--- src/rtl/stopwatch_pkg.sv ---
// stopwatch_pkg -- shared encodings and limits for the stopwatch controller.
package stopwatch_pkg;

  typedef enum logic [1:0] {
    IDLE  = 2'd0,
    RUN   = 2'd1,
    PAUSE = 2'd2
  } sw_state_e;

  // Highest value each BCD field may hold before it rolls over.
  localparam logic [7:0] CS_MAX  = 8'h99;
  localparam logic [7:0] SEC_MAX = 8'h59;
  localparam logic [7:0] MIN_MAX = 8'h59;

  // 50 MHz / 100 Hz.
  localparam int TICK_DIV_DEFAULT = 500000;

endpackage

--- src/rtl/bcd_time_counter.sv ---
// bcd_time_counter -- mm:ss.cc BCD cascade with saturation at 59:59.99.
// Exposes both the registered time and its next value so the parent can
// register a display that tracks the time with no extra lag.
module bcd_time_counter
  import stopwatch_pkg::*;
(
  input  logic       clk_50MHz,
  input  logic       rst,
  input  logic       clr,
  input  logic       inc,
  output logic [7:0] min_bcd,
  output logic [7:0] sec_bcd,
  output logic [7:0] cs_bcd,
  output logic [7:0] min_nxt,
  output logic [7:0] sec_nxt,
  output logic [7:0] cs_nxt,
  output logic       sat
);

  logic [7:0] min_q, sec_q, cs_q;

  // Two-digit BCD increment that wraps to 00 once the field limit is reached.
  function automatic logic [7:0] bcd_inc(input logic [7:0] v, input logic [7:0] lim);
    if (v == lim)         return 8'h00;
    if (v[3:0] == 4'd9)   return {v[7:4] + 4'd1, 4'd0};
    return {v[7:4], v[3:0] + 4'd1};
  endfunction

  // All three fields at their limit: another count would have to wrap the clock.
  function automatic logic at_ceiling(input logic [7:0] m, input logic [7:0] s,
                                      input logic [7:0] c);
    return (m == MIN_MAX) && (s == SEC_MAX) && (c == CS_MAX);
  endfunction

  assign sat     = at_ceiling(min_q, sec_q, cs_q);
  assign min_bcd = min_q;
  assign sec_bcd = sec_q;
  assign cs_bcd  = cs_q;

  // Next-value cascade: cs carries into sec, sec into min; hold when saturated.
  always_comb begin
    min_nxt = min_q;
    sec_nxt = sec_q;
    cs_nxt  = cs_q;
    if (clr) begin
      min_nxt = 8'h00;
      sec_nxt = 8'h00;
      cs_nxt  = 8'h00;
    end else if (inc && !sat) begin
      cs_nxt = bcd_inc(cs_q, CS_MAX);
      if (cs_q == CS_MAX) begin
        sec_nxt = bcd_inc(sec_q, SEC_MAX);
        if (sec_q == SEC_MAX) min_nxt = bcd_inc(min_q, MIN_MAX);
      end
    end
  end

  // Time registers.
  always_ff @(posedge clk_50MHz) begin
    if (rst) begin
      min_q <= 8'h00;
      sec_q <= 8'h00;
      cs_q  <= 8'h00;
    end else begin
      min_q <= min_nxt;
      sec_q <= sec_nxt;
      cs_q  <= cs_nxt;
    end
  end

endmodule

--- src/rtl/stopwatch_ctrl.sv ---
// stopwatch_ctrl -- centisecond stopwatch: 100 Hz prescaler, IDLE/RUN/PAUSE
// control, BCD time counter and registered display mux.
// Optional lap-freeze feature: define STOPWATCH_LAP_EN.
module stopwatch_ctrl
  import stopwatch_pkg::*;
#(
  parameter int TICK_DIV = TICK_DIV_DEFAULT,
  parameter int CNT_W    = 19
) (
  input  logic       clk_50MHz,
  input  logic       rst,
  input  logic       btn_start_stop,
  input  logic       btn_clear,
  input  logic       btn_lap,
  output logic [7:0] disp_min_bcd,
  output logic [7:0] disp_sec_bcd,
  output logic [7:0] disp_cs_bcd,
  output logic       tick_100Hz,
  output logic       running,
  output logic       lap_active,
  output logic       overflow
);

  localparam logic [CNT_W-1:0] TICK_LAST = CNT_W'(TICK_DIV - 1);

  sw_state_e        state, state_nxt;
  logic [CNT_W-1:0] presc;
  logic             tick, sat, clear_go, ovf_q;
  logic [7:0]       min_live, sec_live, cs_live;
  logic [7:0]       min_nxt, sec_nxt, cs_nxt;
  logic             lap_q, lap_act_nxt;
  logic [7:0]       lap_min_nxt, lap_sec_nxt, lap_cs_nxt;
  logic [7:0]       disp_min_q, disp_sec_q, disp_cs_q;

  // Tick only while running; clear is honoured only from PAUSE.
  assign tick     = (state == RUN) && (presc == TICK_LAST);
  assign clear_go = (state == PAUSE) && btn_clear;

  // Prescaler: counts in RUN, freezes in PAUSE, zero in IDLE so a fresh start
  // yields its first tick exactly TICK_DIV cycles after the press.
  always_ff @(posedge clk_50MHz) begin
    if (rst || clear_go || state == IDLE) begin
      presc <= '0;
    end else if (state == RUN) begin
      presc <= tick ? '0 : presc + 1'b1;
    end
  end

  // State register.
  always_ff @(posedge clk_50MHz) begin
    if (rst) state <= IDLE;
    else     state <= state_nxt;
  end

  // Next state: a saturating tick forces PAUSE; clear beats start_stop in PAUSE.
  always_comb begin
    state_nxt = state;
    unique case (state)
      IDLE:    if (btn_start_stop) state_nxt = RUN;
      RUN:     if ((tick && sat) || btn_start_stop) state_nxt = PAUSE;
      PAUSE: begin
        if (btn_clear)                      state_nxt = IDLE;
        else if (btn_start_stop && !ovf_q)  state_nxt = RUN;
      end
      default: state_nxt = IDLE;
    endcase
  end

  // Sticky overflow, dropped only by clear or reset.
  always_ff @(posedge clk_50MHz) begin
    if (rst || clear_go)  ovf_q <= 1'b0;
    else if (tick && sat) ovf_q <= 1'b1;
  end

  bcd_time_counter u_time (
    .clk_50MHz (clk_50MHz),
    .rst       (rst),
    .clr       (clear_go),
    .inc       (tick),
    .min_bcd   (min_live),
    .sec_bcd   (sec_live),
    .cs_bcd    (cs_live),
    .min_nxt   (min_nxt),
    .sec_nxt   (sec_nxt),
    .cs_nxt    (cs_nxt),
    .sat       (sat)
  );

`ifdef STOPWATCH_LAP_EN
  logic [7:0] lap_min_q, lap_sec_q, lap_cs_q;

  // Lap toggle: capture the pre-increment live time in RUN, release in RUN/PAUSE.
  always_comb begin
    lap_act_nxt = lap_q;
    lap_min_nxt = lap_min_q;
    lap_sec_nxt = lap_sec_q;
    lap_cs_nxt  = lap_cs_q;
    if (clear_go) begin
      lap_act_nxt = 1'b0;
      lap_min_nxt = 8'h00;
      lap_sec_nxt = 8'h00;
      lap_cs_nxt  = 8'h00;
    end else if (btn_lap) begin
      if (lap_q && state != IDLE) begin
        lap_act_nxt = 1'b0;
      end else if (!lap_q && state == RUN) begin
        lap_act_nxt = 1'b1;
        lap_min_nxt = min_live;
        lap_sec_nxt = sec_live;
        lap_cs_nxt  = cs_live;
      end
    end
  end

  // Lap register and flag.
  always_ff @(posedge clk_50MHz) begin
    if (rst) begin
      lap_q     <= 1'b0;
      lap_min_q <= 8'h00;
      lap_sec_q <= 8'h00;
      lap_cs_q  <= 8'h00;
    end else begin
      lap_q     <= lap_act_nxt;
      lap_min_q <= lap_min_nxt;
      lap_sec_q <= lap_sec_nxt;
      lap_cs_q  <= lap_cs_nxt;
    end
  end
`else
  logic unused_btn_lap;
  assign unused_btn_lap = btn_lap;
  assign lap_q          = 1'b0;
  assign lap_act_nxt    = 1'b0;
  assign lap_min_nxt    = 8'h00;
  assign lap_sec_nxt    = 8'h00;
  assign lap_cs_nxt     = 8'h00;
`endif

  // Registered display mux fed from next values so it tracks time without lag.
  always_ff @(posedge clk_50MHz) begin
    if (rst) begin
      disp_min_q <= 8'h00;
      disp_sec_q <= 8'h00;
      disp_cs_q  <= 8'h00;
    end else if (lap_act_nxt) begin
      disp_min_q <= lap_min_nxt;
      disp_sec_q <= lap_sec_nxt;
      disp_cs_q  <= lap_cs_nxt;
    end else begin
      disp_min_q <= min_nxt;
      disp_sec_q <= sec_nxt;
      disp_cs_q  <= cs_nxt;
    end
  end

  assign disp_min_bcd = disp_min_q;
  assign disp_sec_bcd = disp_sec_q;
  assign disp_cs_bcd  = disp_cs_q;
  assign tick_100Hz   = tick;
  assign running      = (state == RUN);
  assign lap_active   = lap_q;
  assign overflow     = ovf_q;

endmodule
--- config.mk ---
export PLATFORM = sky130hd
export DESIGN_NAME = stopwatch_ctrl
export DESIGN_NICKNAME = d
export VERILOG_FILES = /design/src/rtl/stopwatch_pkg.sv /design/src/rtl/bcd_time_counter.sv /design/src/rtl/stopwatch_ctrl.sv
export SDC_FILE = /design/constraint.sdc
export NUM_CORES = 1
export LEC_CHECK = 0
export ABC_AREA = 1
export ABC_CLOCK_PERIOD_IN_PS = 2400
export CAP_MARGIN = 5
export CORE_UTILIZATION = 45
export DETAILED_ROUTE_END_ITERATION = 7
export SLEW_MARGIN = 0
export SYNTH_ARGS = -nofsm -noshare
export SYNTH_HDL_FRONTEND = slang
export SYNTH_HIERARCHICAL = 1
export SYNTH_SLANG_ARGS = --single-unit
--- constraint.sdc ---
create_clock -name clk_50MHz -period 2.4 [get_ports clk_50MHz]
set_input_delay 0.48 -clock clk_50MHz [delete_from_list [all_inputs] [get_ports clk_50MHz]]
set_output_delay 0.48 -clock clk_50MHz [all_outputs]
set_load 0.005 [all_outputs]
Word-level counts from Yosys, hierarchy flattened:

Index checks and enable logic that the tools add are counted.
Widths: inputs -> output; s select.

* add/subtract/negate cells: 7
* $mul: 0
* div/mod/pow operators: 0
* magnitude comparators: 0
* eq/ne operators: 12
* shift operators: 0
* mux-type cells: 45
* bitwise logic cells: 0
* reductions and logical operators: 23

Operators by type and width (count)
* $mux 8: 12
* $mux 1: 27
* $add 4x1->4 const B: 6
* $add 19x1->19 const B: 1
* $eq 19x19->1 const B: 1
* $mux 19: 1
* $eq 8x7->1 const B: 2
* $eq 4x4->1 const B: 3
* $reduce_and 3->1: 3
* $eq 8x8->1 const B: 1
* $mux 2: 4
* $logic_and 1x1->1: 7
* $pmux 2 s3: 1
* $reduce_bool 2->1: 3
* $reduce_and 2->1: 2
* $reduce_and 4->1: 1
* $logic_or 1x1->1: 3
* $ne 3x2->1 const B: 1
* $eq 2x1->1 const B: 1
* $eq 2x2->1 const B: 1
* $logic_not 1->1: 2
* $logic_not 2->1: 1
* $ne 2x1->1 const B: 1
* $ne 2x2->1 const B: 1
* $reduce_or 2->1: 1

* register bits after elaboration: 46
* bits in latches: 0
* RAM bits: 0
* bits in read-only memories: 0
* input bits: 5
* output and inout port bits: 28
* word-level logic and storage cells: 96
* memories kept: 0

Longest topological paths before layout:

* word-level depth: 14
* mapped depth: 14
* gate-level depth less buffers: 13

Cells and area by module:

Netlist, hierarchy kept.

By module, submodules not included
* bcd_time_counter: times used 1, cells an instance 294, area an instance 1906.8 um^2
* stopwatch_ctrl: times used 1, cells an instance 253, area an instance 1890.6 um^2

Worst setup path after synthesis:

No wires, ideal clock.

* path kind: flip-flop to flip-flop
* start point: reg presc[0]
* end point: reg disp_min_q[5] (netlist: disp_min_bcd[5])
* library setup time: 0.065 ns
* arrival: 1.910 ns
* slack: 0.425 ns
* stages on the path, launching flop included: 15
* buffers on the path: 1
* period minus slack after synthesis: 1.975 ns
* path through: dfxtp_1 ha_1 nand2_1 nor2_4 nand3_1 nor2_1 buf_2 inv_1 nor3_4 nand2_2 nand2_1 nand2_1 inv_1 inv_1 nor2_1

* word-level cells in the longest chain between the ends: 4

RTL lines
* start, declared: line stopwatch_ctrl.sv:27 `logic [CNT_W-1:0] presc;`
* start signal, assigned: line stopwatch_ctrl.sv:45 `presc <= tick ? '0 : presc + 1'b1;`
* $eq 19x19->1: line stopwatch_ctrl.sv:36 `assign tick = (state == RUN) && (presc == TICK_LAST);`
* $logic_and 1x1->1: line stopwatch_ctrl.sv:36
* named net tick_100Hz: line stopwatch_ctrl.sv:18 `output logic tick_100Hz,`
* $logic_and 1x1->1: line bcd_time_counter.sv:49 `end else if (inc && !sat) begin`
* $reduce_and 4->1 (no source line)
* end signal, assigned: line stopwatch_ctrl.sv:146 `disp_min_q <= lap_min_nxt;`
* end signal, assigned: line stopwatch_ctrl.sv:150 `disp_min_q <= min_nxt;`
* end, declared: line stopwatch_ctrl.sv:33 `logic [7:0] disp_min_q, disp_sec_q, disp_cs_q;`

The timed path passes the listed nets, and every way through them passes these cells.
A chain may end at the register's enable or synchronous reset.

Worst setup path in the final report:

* start point: reg state[1]
* end point: out running

* word-level cells in the longest chain between the ends: 1

RTL lines
* start, declared: line stopwatch_ctrl.sv:26 `sw_state_e state, state_nxt;`
* start signal, assigned: line stopwatch_ctrl.sv:52 `else state <= state_nxt;`
* $eq 2x1->1: line stopwatch_ctrl.sv:160 `assign running = (state == RUN);`
* end, declared: line stopwatch_ctrl.sv:19 `output logic running,`

No other way between the ends.

==> flow_metrics.tcl <==
set metrics [dict create \
    status "finished, final reports clean" \
    timing.rr.start "presc[0]" \
    crit_path_start "state[1]" \
    grt.met2_usage_pct 31.27 \
    start_util_pct 46.45 \
    finalNetCount 598 \
    gr-usage-met1_pct 26.82 \
    synth-edff-count 0 \
    clk_pin_slew_ns 0.07 \
    root_buffer "clkbuf_8" \
    grt_setup_unrepaired "no" \
    dieArea_mm2 0.008810 \
    drive_above_1_share_pct 12.48 \
    numCtsBuffers 9 \
    yosys_warnings 6 \
    clock_latency_ns 0.34 \
    area_delta_synth_final_pct 15.35 \
    postSynthCellCount 547 \
    holdWs_ns 0.4722 \
    r2r_cells 14 \
    cap_violations 0 \
    grt_max_degree 52 \
    fp.dieH_um 93.86 \
    drtAntennaViolNets 0 \
    io_pins 33 \
    antenna_found_initial 0 \
    drc_errors 0 \
    viasPerCell 4.765 \
    overflow 0 \
    irDropWorstVdd_v 0.0002717 \
    drtPass1Iterations 5 \
    setup_tns_ns 0 \
    grt_pass1_wl_um 13800 \
    place_congestion 0.8821 \
    synth-seq-area-share_pct 36.90 \
    syn_nets 565 \
    required_ns 1.92 \
    grtUsageMet3_pct 3.722 \
    synth_cell_types 39 \
    synth_most_common_cell "nand2_1" \
    synth_common_cells "nand2_1 (113), inv_1 (86), nor2_1 (85)" \
    worstSetupPathType "reg -> out" \
    arrival_ns 1.65 \
    synthFlopType "dfxtp_1" \
    synth_area_leaders "dfxtp_1 (37%), nand2_1 (11%), inv_1 (8.5%)" \
    endpoint "running" \
    wire_per_inst_um 11.50 \
    hold_path_class "reg -> reg" \
    via_count 3288 \
    cts_tree "done" \
    finalSetupViolations 0 \
    min_period_ns 2.126 \
    synthArstFlopShare_pct 0 \
    hold_buffers 0 \
    r2r_slack_ns 0.30 \
    worstMarginPinSlew_ns 0.5605 \
    synth_top_area_share_pct 36.90 \
    busiest_layer "met2" \
    synth-seq-cells 70 \
    port_buffers 30 \
    finClkSkew_ns 0.01015 \
    fp.dieW_um 93.86 \
    grt_pass1_vias 3070 \
    syn_area_per_cell_um2 6.942 \
    cts_sinks 70 \
    drt_iter0_drc 176 \
    cp-start-kind "flop" \
    slew_viol_final 0 \
    relSlewSlack_pct 62.50 \
    fillers 837 \
    synth_largest_area_cell "dfxtp_1" \
    grt.total_usage_pct 20.10 \
    critical_path.max_fanout 8 \
    timing.final.crit_share_pct 88.59 \
    diodes 0 \
    rows 33 \
    power_leakage_nw 1.922 \
    timing_hold_violations_final 0 \
    wl_um 7934 \
    coreArea_mm2 0.008175 \
    worstSetupEndpointType "output pin" \
    htreeDepth 3 \
    hpwl_um 5746 \
    cellPowerDensity_mw_per_mm2 479.1 \
    syn_area_mm2 0.003797 \
    fmax_mhz 470.3 \
    ctsLongestPathBuffers 2 \
    r2r-end "disp_min_bcd[2]" \
]
[flip-flops by register name, indices dropped and copies added (netlist names)]
register / count
presc: 19
disp_min_bcd: 8
disp_cs_bcd: 8
u_time/min_bcd: 8
u_time/sec_bcd: 8
disp_sec_bcd: 8
overflow: 1
u_time/cs_bcd: 8
state: 2
[logic make-up (layout without fill, tap and decap cells)]
kind of cell             Yosys count  in the layout  synth area share, %
other                              1              1              0.09875
flip-flops                        70             70                36.90
XOR/XNOR                           8              8                1.845
adder cells (fa/ha/maj)           13             13                4.283
AO/OA/AOI/OAI                     37             37                5.470
buffers and inverters            109            147                11.60
AND/OR/NAND/NOR                  309            309                39.80
[placed cells by master, fill, tap and decap left out, types with 4 or more instances in the layout]
master,count
nor2_2,6
a21oi_1,17
nand2_4,4
inv_1,85
nand4_1,12
nand2_2,4
nand2_1,112
ha_1,12
nand3_1,48
nor3_2,5
clkbuf_8,11
clkdlybuf4s50_1,28
nor2_1,84
xor2_1,7
o21ai_0,6
nand3_4,4
buf_4,5
dfxtp_1,67
inv_2,10
nor3_1,15
o21ai_1,5
[area by class of cell]
type | instances | area, µm² | share of cell area, %
Multi-Input combinational cell | 368 | 1968 | 44.93
Sequential cell | 70 | 1405 | 32.08
Inverter | 96 | 362.8 | 8.283
Timing Repair Buffer | 35 | 335.3 | 7.655
Clock buffer | 13 | 158.9 | 3.628
Tap cell | 105 | 131.4 | 2.999
Clock inverter | 3 | 18.77 | 0.4284
[through the flow]
| step | instances | area, µm² | total power [mW] | utilization (%) | setup slack, ns |
|---|---|---|---|---|---|
| floorplan | 547 | 3797 | 1.234 | - | 0.4247 |
| detailed placement | 672 | 4169 | 1.254 | 50.99 | 0.1719 |
| CTS | 690 | 4375 | 2.132 | 53.52 | 0.006023 |
| global route | 690 | 4380 | 2.183 | 53.58 | 0.1038 |
| global placement | 672 | 4169 | 1.254 | 50.99 | 0.2017 |
| finish | 690 | 4380 | 2.099 | 53.58 | 0.2738 |
[repair_timing]
action                     4_1_cts  5_1_grt
setup endpoints to repair        1        1
setup buffers                    2        0
pin swaps                        2        1
gates resized for setup          6        3
cloned                           0        0
[report_power, final]
part	switching [mW]	internal (mW)	total [mW]
sequential	0.00422	1.16	1.17
clock	0.440	0.431	0.871
combinational	0.0436	0.0165	0.0602
total	0.488	1.61	2.10
[layer usage]
layer / share of wire (%) / vias up
met5: 0 / -
met4: 0.95 / 0
met3: 3.2 / 4
met2: 44 / 47
met1: 52 / 1462
li1: - / 1775
[worst max-delay path: stages (launching register included)]
cell and delay [ns]:
dfxtp_1 0.38, inv_2 0.10, nand2_4 0.10, inv_2 0.18, clkdlybuf4s50_1 0.53
[how the worst min path moves through the flow]
stage | startpoint | to | slack (ns) | cells after the start
6_report | presc[0] | presc[0] | 0.47 | 1
5_1_grt | presc[0] | presc[0] | 0.49 | 1
4_1_cts | presc[0] | presc[0] | 0.47 | 1
3_5_place_dp | presc[2] | presc[2] | 0.50 | 2
3_3_place_gp | presc[1] | presc[1] | 0.48 | 2
2_1_floorplan | presc[1] | presc[1] | 0.46 | 2
(Power assumes the default switching activity.)
